## src/rtl/mul_div_seq.sv

```systemverilog
// Sequential signed multiply (Booth) / divide (restoring) unit with Y operand register.
// Define MULDIV_BOOTH_RADIX4_EN for bit-pair Booth multiply (16 iterations instead of 32).
module mul_div_seq (
  input  logic        clock,
  input  logic        clear,
  input  logic [31:0] BusMuxOut,
  input  logic        Yin,
  input  logic        start,
  input  logic        op,
  output logic [31:0] ZHI,
  output logic [31:0] ZLO,
  output logic        busy,
  output logic        done,
  output logic        div_zero
);

  localparam logic [1:0] S_IDLE = 2'd0;
  localparam logic [1:0] S_CALC = 2'd1;
  localparam logic [1:0] S_FIX  = 2'd2;
  localparam logic [1:0] S_DONE = 2'd3;

`ifdef MULDIV_BOOTH_RADIX4_EN
  localparam logic [5:0] MUL_ITERS = 6'd16;
`else
  localparam logic [5:0] MUL_ITERS = 6'd32;
`endif
  localparam logic [5:0] DIV_ITERS = 6'd32;

  logic [1:0]  r_state;
  logic [5:0]  r_cnt;
  logic [31:0] r_y;
  logic [34:0] r_a;
  logic [31:0] r_q;
  logic        r_qm1;
  logic [31:0] r_m;
  logic        r_op;
  logic        r_neg_q;
  logic        r_neg_r;
  logic [31:0] r_zhi;
  logic [31:0] r_zlo;
  logic        r_div_zero;

  logic        w_start_ok;
  logic        w_div0;
  logic [31:0] w_y_abs;
  logic [31:0] w_b_abs;
  logic [34:0] w_m_ext;
  logic [34:0] w_booth_sum;
  logic [34:0] w_mul_a;
  logic [31:0] w_mul_q;
  logic        w_mul_qm1;
  logic [34:0] w_rem_sh;
  logic [34:0] w_trial;
  logic [34:0] w_div_a;
  logic [31:0] w_div_q;
  logic [31:0] w_quot;
  logic [31:0] w_rem;

  assign w_start_ok = (r_state == S_IDLE) && start;
  assign w_div0     = op && (BusMuxOut == 32'd0);
  assign w_y_abs    = r_y[31] ? (32'd0 - r_y) : r_y;
  assign w_b_abs    = BusMuxOut[31] ? (32'd0 - BusMuxOut) : BusMuxOut;
  assign w_m_ext    = {{3{r_m[31]}}, r_m};

  // Accumulator is 35 bits wide so +/-2M on a 0x80000000 multiplicand never overflows.
  always_comb begin
    w_booth_sum = r_a;
`ifdef MULDIV_BOOTH_RADIX4_EN
    case ({r_q[1:0], r_qm1})
      3'b001, 3'b010: w_booth_sum = r_a + w_m_ext;
      3'b011:         w_booth_sum = r_a + (w_m_ext << 1);
      3'b100:         w_booth_sum = r_a - (w_m_ext << 1);
      3'b101, 3'b110: w_booth_sum = r_a - w_m_ext;
      default:        w_booth_sum = r_a;
    endcase
    w_mul_a   = {{2{w_booth_sum[34]}}, w_booth_sum[34:2]};
    w_mul_q   = {w_booth_sum[1:0], r_q[31:2]};
    w_mul_qm1 = r_q[1];
`else
    case ({r_q[0], r_qm1})
      2'b01:   w_booth_sum = r_a + w_m_ext;
      2'b10:   w_booth_sum = r_a - w_m_ext;
      default: w_booth_sum = r_a;
    endcase
    w_mul_a   = {w_booth_sum[34], w_booth_sum[34:1]};
    w_mul_q   = {w_booth_sum[0], r_q[31:1]};
    w_mul_qm1 = r_q[0];
`endif
  end

  // Restoring step: shift next dividend bit into the remainder, keep trial if no borrow.
  assign w_rem_sh = {r_a[33:0], r_q[31]};
  assign w_trial  = w_rem_sh - {3'b000, r_m};
  assign w_div_a  = w_trial[34] ? w_rem_sh : w_trial;
  assign w_div_q  = {r_q[30:0], ~w_trial[34]};

  assign w_quot = r_neg_q ? (32'd0 - r_q) : r_q;
  assign w_rem  = r_neg_r ? (32'd0 - r_a[31:0]) : r_a[31:0];

  always_ff @(posedge clock) begin
    if (clear) begin
      r_y <= 32'd0;
    end else if (Yin) begin
      r_y <= BusMuxOut;
    end
  end

  always_ff @(posedge clock) begin
    if (clear) begin
      r_state <= S_IDLE;
      r_cnt   <= 6'd0;
    end else begin
      case (r_state)
        S_IDLE: begin
          if (start) begin
            r_state <= w_div0 ? S_DONE : S_CALC;
            r_cnt   <= (op ? DIV_ITERS : MUL_ITERS) - 6'd1;
          end
        end
        S_CALC: begin
          if (r_cnt == 6'd0) begin
            r_state <= S_FIX;
          end else begin
            r_cnt <= r_cnt - 6'd1;
          end
        end
        S_FIX:   r_state <= S_DONE;
        default: r_state <= S_IDLE;
      endcase
    end
  end

  always_ff @(posedge clock) begin
    if (clear) begin
      r_a     <= 35'd0;
      r_q     <= 32'd0;
      r_qm1   <= 1'b0;
      r_m     <= 32'd0;
      r_op    <= 1'b0;
      r_neg_q <= 1'b0;
      r_neg_r <= 1'b0;
    end else if (w_start_ok) begin
      r_a   <= 35'd0;
      r_qm1 <= 1'b0;
      r_op  <= op;
      if (op) begin
        r_q     <= w_y_abs;
        r_m     <= w_b_abs;
        r_neg_q <= r_y[31] ^ BusMuxOut[31];
        r_neg_r <= r_y[31];
      end else begin
        r_q     <= BusMuxOut;
        r_m     <= r_y;
        r_neg_q <= 1'b0;
        r_neg_r <= 1'b0;
      end
    end else if (r_state == S_CALC) begin
      if (r_op) begin
        r_a <= w_div_a;
        r_q <= w_div_q;
      end else begin
        r_a   <= w_mul_a;
        r_q   <= w_mul_q;
        r_qm1 <= w_mul_qm1;
      end
    end
  end

  // Results only change on the edge entering DONE; an aborted operation writes nothing.
  always_ff @(posedge clock) begin
    if (clear) begin
      r_zhi      <= 32'd0;
      r_zlo      <= 32'd0;
      r_div_zero <= 1'b0;
    end else if (w_start_ok && w_div0) begin
      r_zhi      <= r_y;
      r_zlo      <= 32'hFFFF_FFFF;
      r_div_zero <= 1'b1;
    end else if (r_state == S_FIX) begin
      r_div_zero <= 1'b0;
      if (r_op) begin
        r_zhi <= w_rem;
        r_zlo <= w_quot;
      end else begin
        r_zhi <= r_a[31:0];
        r_zlo <= r_q;
      end
    end
  end

  assign ZHI      = r_zhi;
  assign ZLO      = r_zlo;
  assign div_zero = r_div_zero;
  assign busy     = (r_state != S_IDLE);
  assign done     = (r_state == S_DONE);

endmodule

```

## config.mk

```make
export PLATFORM = sky130hd
export DESIGN_NAME = mul_div_seq
export DESIGN_NICKNAME = d
export VERILOG_FILES = /design/src/rtl/mul_div_seq.sv
export SDC_FILE = /design/constraint.sdc
export NUM_CORES = 1
export LEC_CHECK = 0
export ABC_CLOCK_PERIOD_IN_PS = 11700
export CORE_MARGIN = 4
export CORE_UTILIZATION = 60
export DETAILED_ROUTE_END_ITERATION = 10
export GPL_TIMING_DRIVEN = 0
export HOLD_SLACK_MARGIN = 0.12
export MAX_ROUTING_LAYER = met4
export PLACE_DENSITY = 0.81
export SYNTH_ARGS = -nofsm -noshare
export SYNTH_HDL_FRONTEND = slang
export SYNTH_SLANG_ARGS = --single-unit
```

## constraint.sdc

```tcl
create_clock -name clock -period 11.7 [get_ports clock]
set_input_delay 2.34 -clock clock [delete_from_list [all_inputs] [get_ports clock]]
set_output_delay 2.34 -clock clock [all_outputs]
set_load 0.1 [all_outputs]
```

* After elaboration in Yosys (flattened, before gate mapping)
Cells that the tools add are included.
** Word-level totals
- Word-level logic and storage cells :: 75
- Output and inout port bits :: 67
- Register bits after elaboration :: 208
** Cells by class
- Reduce and logical (&&, ||, !) cells :: 14
- Equality and inequality tests :: 8
- Add/subtract/negate cells :: 8
- Bitwise logic cells :: 3
- Muxes and demuxes :: 29
** Operators with widths (number)
- $mux W32 :: 15
- $sub A1 B32 Y32 const A :: 4
- $mux W35 :: 2
- $pmux W35 S2 :: 1
- $add A35 B35 Y35 :: 1
- $sub A35 B32 Y35 :: 1
- $sub A35 B35 Y35 :: 1
- $logic_not A32 Y1 :: 1
- $mux W6 :: 2
- $pmux W6 S2 :: 1
- $reduce_bool A2 Y1 :: 4
- $eq A2 B2 Y1 const B :: 3
- $logic_not A6 Y1 :: 1
- $mux W2 :: 3
- $ne A2 B2 Y1 const B :: 3
- $pmux W2 S3 :: 1
- $sub A6 B1 Y6 const B :: 1
- $eq A2 B1 Y1 const B :: 2
- $mux W1 :: 4
- $reduce_and A2 Y1 :: 2
- $logic_and A1 B1 Y1 :: 3
- $reduce_and A3 Y1 :: 1
- $logic_not A2 Y1 :: 1
- $not A1 Y1 :: 2
- other kinds (2) :: 2

* Depth between registers and ports, before layout
- Depth in word-level cells :: 5
- Depth in mapped cells :: 20

* Worst setup path after synthesis
No wires, ideal clock.
- Path kind :: input port to flip-flop
- From :: input port BusMuxOut[2]
- To :: register r_zhi[10] (netlist: ZHI[10])
- Path buffers :: 2
- Arrival time :: 4.559 ns
- Cell stages on the path :: 9
- Slack :: 7.009 ns
- Required time :: 11.568 ns
- Setup time :: 0.132 ns
- Path through :: clkbuf_1 -> nor4_1 -> nand4_1 -> or3_4 -> nor4_4 -> nand2_1 -> clkbuf_1 -> o211ai_1 -> a21oi_1
** On the way
- Longest elaborated chain between the ends :: 4
** RTL lines
- start: declaration :: RTL line 6 : input logic [31:0] BusMuxOut,
- $logic_not A32 Y1 (*) :: RTL line 60 : assign w_div0 = op && (BusMuxOut == 32'd0);
- $logic_and A1 B1 Y1 (*) :: RTL line 60
- $logic_and A1 B1 Y1 (*) :: RTL line 175 : end else if (w_start_ok && w_div0) begin
- $mux W32 or $reduce_bool A2 Y1 (tied branches)
- end signal: assignment :: RTL line 176 : r_zhi <= r_y;
- end signal: assignment :: RTL line 182 : r_zhi <= w_rem;
- end signal: assignment :: RTL line 185 : r_zhi <= r_a[31:0];
- end: declaration :: RTL line 39 : logic [31:0] r_zhi;
Every way passes the cells marked *; elsewhere a longest branch is shown, timed or not.
A chain may end at the register's enable or synchronous reset.

* Worst setup path after layout
- From :: register r_m[11]
- To :: register r_a[15]
** On the way
- Longest elaborated chain between the ends :: 3
** RTL lines
- start: declaration :: RTL line 35 : logic [31:0] r_m;
- start signal: assignment :: RTL line 148 : r_m <= w_b_abs;
- start signal: assignment :: RTL line 153 : r_m <= r_y;
- $sub A35 B35 Y35, or another cell as far along :: RTL line 82 : 2'b10: w_booth_sum = r_a - w_m_ext;
- $pmux W35 S2 or $mux W35 (tied branches) :: RTL line 80, 94
- $mux W35 (*) :: RTL line 158 : if (r_op) begin
- end signal: assignment :: RTL line 159 : r_a <= w_div_a;
- end signal: assignment :: RTL line 162 : r_a <= w_mul_a;
- end: declaration :: RTL line 32 : logic [34:0] r_a;
Marked as above.

==> flow_results.xml <==
<?xml version="1.0" encoding="UTF-8"?>
<metrics>
  <group name="timing">
    <metric name="worst_slew_margin_rel" unit="">0.324</metric>
    <metric name="worst_hold_slack" unit="ps">466</metric>
    <metric name="max_freq" unit="GHz">0.163</metric>
    <metric name="hold_viol_final" unit="">0</metric>
    <metric name="post-route-min-period" unit="ps">6120</metric>
    <metric name="rsz0062_at_grt" unit="">false</metric>
    <metric name="final_critical_path_setup_slack" unit="ps">5580</metric>
    <metric name="timing.clock.skew" unit="ps">16.8</metric>
    <metric name="setup-violations-final" unit="">0</metric>
    <metric name="slew_at_the_pin_closest_to_its_max_slew_limit" unit="ps">1010</metric>
    <metric name="final_max_slew_viol_count" unit="">0</metric>
    <metric name="setup_tns" unit="ps">0</metric>
    <metric name="layout_worst_path_cycle_share" unit="">0.523</metric>
  </group>
  <group name="power">
    <metric name="leakage" unit="nW">7.07</metric>
    <metric name="power_density" unit="nW/um^2">300</metric>
    <metric name="power.ir.vdd_worst" unit="mV">0.221</metric>
  </group>
  <group name="detailed_routing">
    <metric name="drt-vias-per-instance" unit="">6.75</metric>
    <metric name="wl_per_cell" unit="um">23.7</metric>
    <metric name="detailedRoute.firstIterationViolations" unit="">2351</metric>
    <metric name="final_antenna_net_count" unit="">0</metric>
    <metric name="drcViolationCount" unit="">0</metric>
    <metric name="routed_wirelength" unit="um">65400</metric>
    <metric name="drt_first_pass_iters" unit="">7</metric>
    <metric name="vias" unit="">18633</metric>
  </group>
  <group name="setup_path">
    <metric name="crit_path_end_kind" unit="">flip-flop</metric>
    <metric name="critical_path_required" unit="ps">12150</metric>
    <metric name="timing.critical_path.depth" unit="">17</metric>
    <metric name="cp_top_family" unit="">compound AO/OA/AOI/OAI gates</metric>
    <metric name="timing.reg2reg.worst_path_depth" unit="">17</metric>
    <metric name="timing.critical_path.cells" unit="">inv_1 &gt; ha_1 &gt; clkbuf_1 &gt; a211o_1 &gt; a311oi_1 &gt; o21ai_0 &gt; a211oi_1 &gt; o211ai_1 &gt; o31a_1 &gt; a41oi_1 &gt; nand2_1 &gt; ha_1 &gt; clkbuf_1 &gt; buf_1 &gt; clkbuf_1 &gt; a21oi_1 &gt; o31ai_1</metric>
    <metric name="cp.arrival" unit="ps">6570</metric>
    <metric name="crit_slowest_cell" unit="">sky130_fd_sc_hd__buf_1</metric>
    <metric name="critical_path.max_stage_delay" unit="ps">740</metric>
    <metric name="worst-path-max-fanout" unit="">10</metric>
    <metric name="crit_top_cell" unit="">sky130_fd_sc_hd__clkbuf_1</metric>
    <metric name="critical_path_class" unit="">flip-flop to flip-flop</metric>
    <metric name="timing.critical_path.buf_inv" unit="">5</metric>
    <metric name="setup.worst_path.start_class" unit="">flip-flop</metric>
  </group>
  <group name="synth">
    <metric name="synth.distinct_cells" unit="">79</metric>
    <metric name="synth-edff-count" unit="">0</metric>
    <metric name="syn_avg_cell_area" unit="um^2">7.46</metric>
    <metric name="total_of_flip_flops_plus_latches_after_synthesis" unit="">208</metric>
    <metric name="ys_async_sr_fraction" unit="">0</metric>
    <metric name="yosys_warnings" unit="">0</metric>
    <metric name="syn_inst" unit="">2247</metric>
    <metric name="post_synth_top_flop" unit="">sky130_fd_sc_hd__dfxtp_1</metric>
    <metric name="syn-num-nets" unit="">2366</metric>
    <metric name="netlist_area_before_placement" unit="um^2">16800</metric>
    <metric name="ys_seq_area_frac" unit="">0.249</metric>
  </group>
  <group name="global_route">
    <metric name="grt_pass1_wl" unit="um">99800</metric>
    <metric name="grt_overflow_total" unit="">0</metric>
    <metric name="antenna_violations_before_repair" unit="">0</metric>
    <metric name="grt_max_degree" unit="">14</metric>
    <metric name="number_of_global_route_vias_before_repair" unit="">17822</metric>
    <metric name="groute.usage.overall" unit="">0.419</metric>
  </group>
  <group name="clock_network">
    <metric name="clock_sink_count" unit="">208</metric>
    <metric name="cts_resized" unit="">0</metric>
    <metric name="clkSlewWorstSetupHoldPaths" unit="ps">70</metric>
    <metric name="cts_made_buffers" unit="">23</metric>
    <metric name="clock_tree_from_tritoncts" unit="">done</metric>
    <metric name="setup_fix_bufs_post_cts" unit="">0</metric>
    <metric name="hold_buffers" unit="">0</metric>
    <metric name="cts_max_level" unit="">1</metric>
    <metric name="cts_root_buf" unit="">sky130_fd_sc_hd__clkbuf_16</metric>
    <metric name="clockBufferDepth" unit="">3</metric>
    <metric name="clk_latency" unit="ps">540</metric>
  </group>
  <group name="layout">
    <metric name="most_frequent_cells_in_the_layout" unit="">sky130_fd_sc_hd__a21oi_1, sky130_fd_sc_hd__nand2_1, sky130_fd_sc_hd__nor2_1, sky130_fd_sc_hd__dfxtp_1, sky130_fd_sc_hd__clkbuf_1</metric>
    <metric name="final_area" unit="um^2">19000</metric>
    <metric name="num-fill-cells" unit="">2272</metric>
    <metric name="final_nets" unit="">2491</metric>
    <metric name="mostFrequentLayoutCell" unit="">sky130_fd_sc_hd__a21oi_1</metric>
    <metric name="n_antenna_cell" unit="">0</metric>
    <metric name="area_delta_synth_final" unit="%">13.1</metric>
    <metric name="instances_no_fill" unit="">2760</metric>
    <metric name="final_layout_size_suffix_gt1_frac" unit="">0.0331</metric>
  </group>
  <group name="placed_design">
    <metric name="place.gp.congestion" unit="">1.06</metric>
    <metric name="dp.final_hpwl" unit="um">50800</metric>
    <metric name="dp_cells" unit="">2719</metric>
    <metric name="placed_area" unit="um^2">18200</metric>
    <metric name="portBuffers" unit="">100</metric>
    <metric name="detailedPlace.worstSlack" unit="ps">5830</metric>
  </group>
  <group name="flow_run">
    <metric name="max_cap_violations" unit="">0</metric>
  </group>
  <group name="floorplan">
    <metric name="initial_core_util" unit="">0.617</metric>
    <metric name="core" unit="um^2">27200</metric>
    <metric name="die-area" unit="um^2">30700</metric>
    <metric name="std_cell_rows" unit="">60</metric>
    <metric name="die-height" unit="um">175</metric>
    <metric name="die_span_in_x" unit="um">175</metric>
    <metric name="io_pins" unit="">104</metric>
  </group>
  <group name="status">
    <metric name="outcome" unit="">finished, final reports clean</metric>
  </group>
  <group name="worst_hold_path">
    <metric name="worst_hold_path.num_cells" unit="">2</metric>
    <metric name="min-delay-path-class" unit="">flip-flop to flip-flop</metric>
  </group>
</metrics>
-- path summary, 6_finish.rpt --
kind                start      end  slack, ps
hold / removal      r_qm1    r_qm1        470
setup / recovery  r_m[11]  r_a[15]       5580
setup reg to reg  r_m[11]  r_a[15]       5580
hold reg to reg     r_qm1    r_qm1        470
-- layout make-up --
cell class | count | area (um^2) | area share
plain buffers | 172 | 672 | 0.0355
repair buffers | 100 | 1000 | 0.0528
clock inverters | 12 | 110 | 0.00581
multi-input cells | 1803 | 11700 | 0.616
well taps | 372 | 465 | 0.0246
clock buffers | 29 | 618 | 0.0326
inverters | 64 | 240 | 0.0127
flip-flops and latches | 208 | 4160 | 0.220
-- registers in the layout, indices dropped and copies added, names as in the netlist --
signal	flops
r_a	35
ZHI	32
ZLO	32
r_m	32
r_q	32
r_y	32
r_cnt	6
r_state	2
div_zero	1
r_neg_q	1
r_neg_r	1
r_op	1
r_qm1	1
-- kinds of logic after synthesis --
kind of cell               count (synthesis)  synth area share
AOI/OAI and AO/OA                        719             0.274
and+or+nand+nor                          695             0.193
buffers and inverters                    236            0.0544
DFF                                      208             0.249
xor gates and xnor gates                 201             0.105
muxes                                    106            0.0636
adders and majority gates                 82            0.0621
-- layer usage --
metal	routed length (um)	GRT usage
met1	24600	0.510
met4	5050	0.266
met3	6900	0.0705
met5	0	-
met2	28800	0.646
-- cell usage after synthesis, types with 23 or more instances --
library cell	number	share of area
sky130_fd_sc_hd__nand3_1	37	0.011
sky130_fd_sc_hd__nor3_1	32	0.0096
sky130_fd_sc_hd__xor2_1	104	0.054
sky130_fd_sc_hd__a31oi_1	28	0.010
sky130_fd_sc_hd__o31ai_1	23	0.010
sky130_fd_sc_hd__nand2_1	236	0.053
sky130_fd_sc_hd__ha_1	80	0.060
sky130_fd_sc_hd__clkbuf_1	137	0.031
sky130_fd_sc_hd__dfxtp_1	208	0.25
sky130_fd_sc_hd__a21o_1	30	0.013
sky130_fd_sc_hd__mux2i_1	102	0.061
sky130_fd_sc_hd__o21ai_0	133	0.040
sky130_fd_sc_hd__o211ai_1	89	0.040
sky130_fd_sc_hd__a211oi_1	65	0.029
sky130_fd_sc_hd__xnor2_1	97	0.051
sky130_fd_sc_hd__nor2_1	232	0.052
sky130_fd_sc_hd__inv_1	61	0.014
sky130_fd_sc_hd__a21oi_1	237	0.071
sky130_fd_sc_hd__buf_1	24	0.0054
-- report_power, final --
part | internal, mW | total, mW | switching (mW)
combinational | 1.26 | 3.85 | 2.59
clock | 0.401 | 0.723 | 0.322
sequential | 0.874 | 1.11 | 0.233
total | 2.54 | 5.68 | 3.15
-- per-stage QoR --
step / util / total power, mW
after floorplan: - / 3.77
after global placement: 0.671 / 4.75
after detailed placement: 0.671 / 4.81
after CTS: 0.697 / 5.54
after global routing: 0.697 / 5.97
final: 0.697 / 5.68
-- tightest hold or removal path, delay by kind of cell (launching register included) --
kind / cells / cell delay (ps)
compound gates: 1 / 60
flops: 1 / 310
simple gates: 1 / 50
Power figures use the tool's default switching activity.
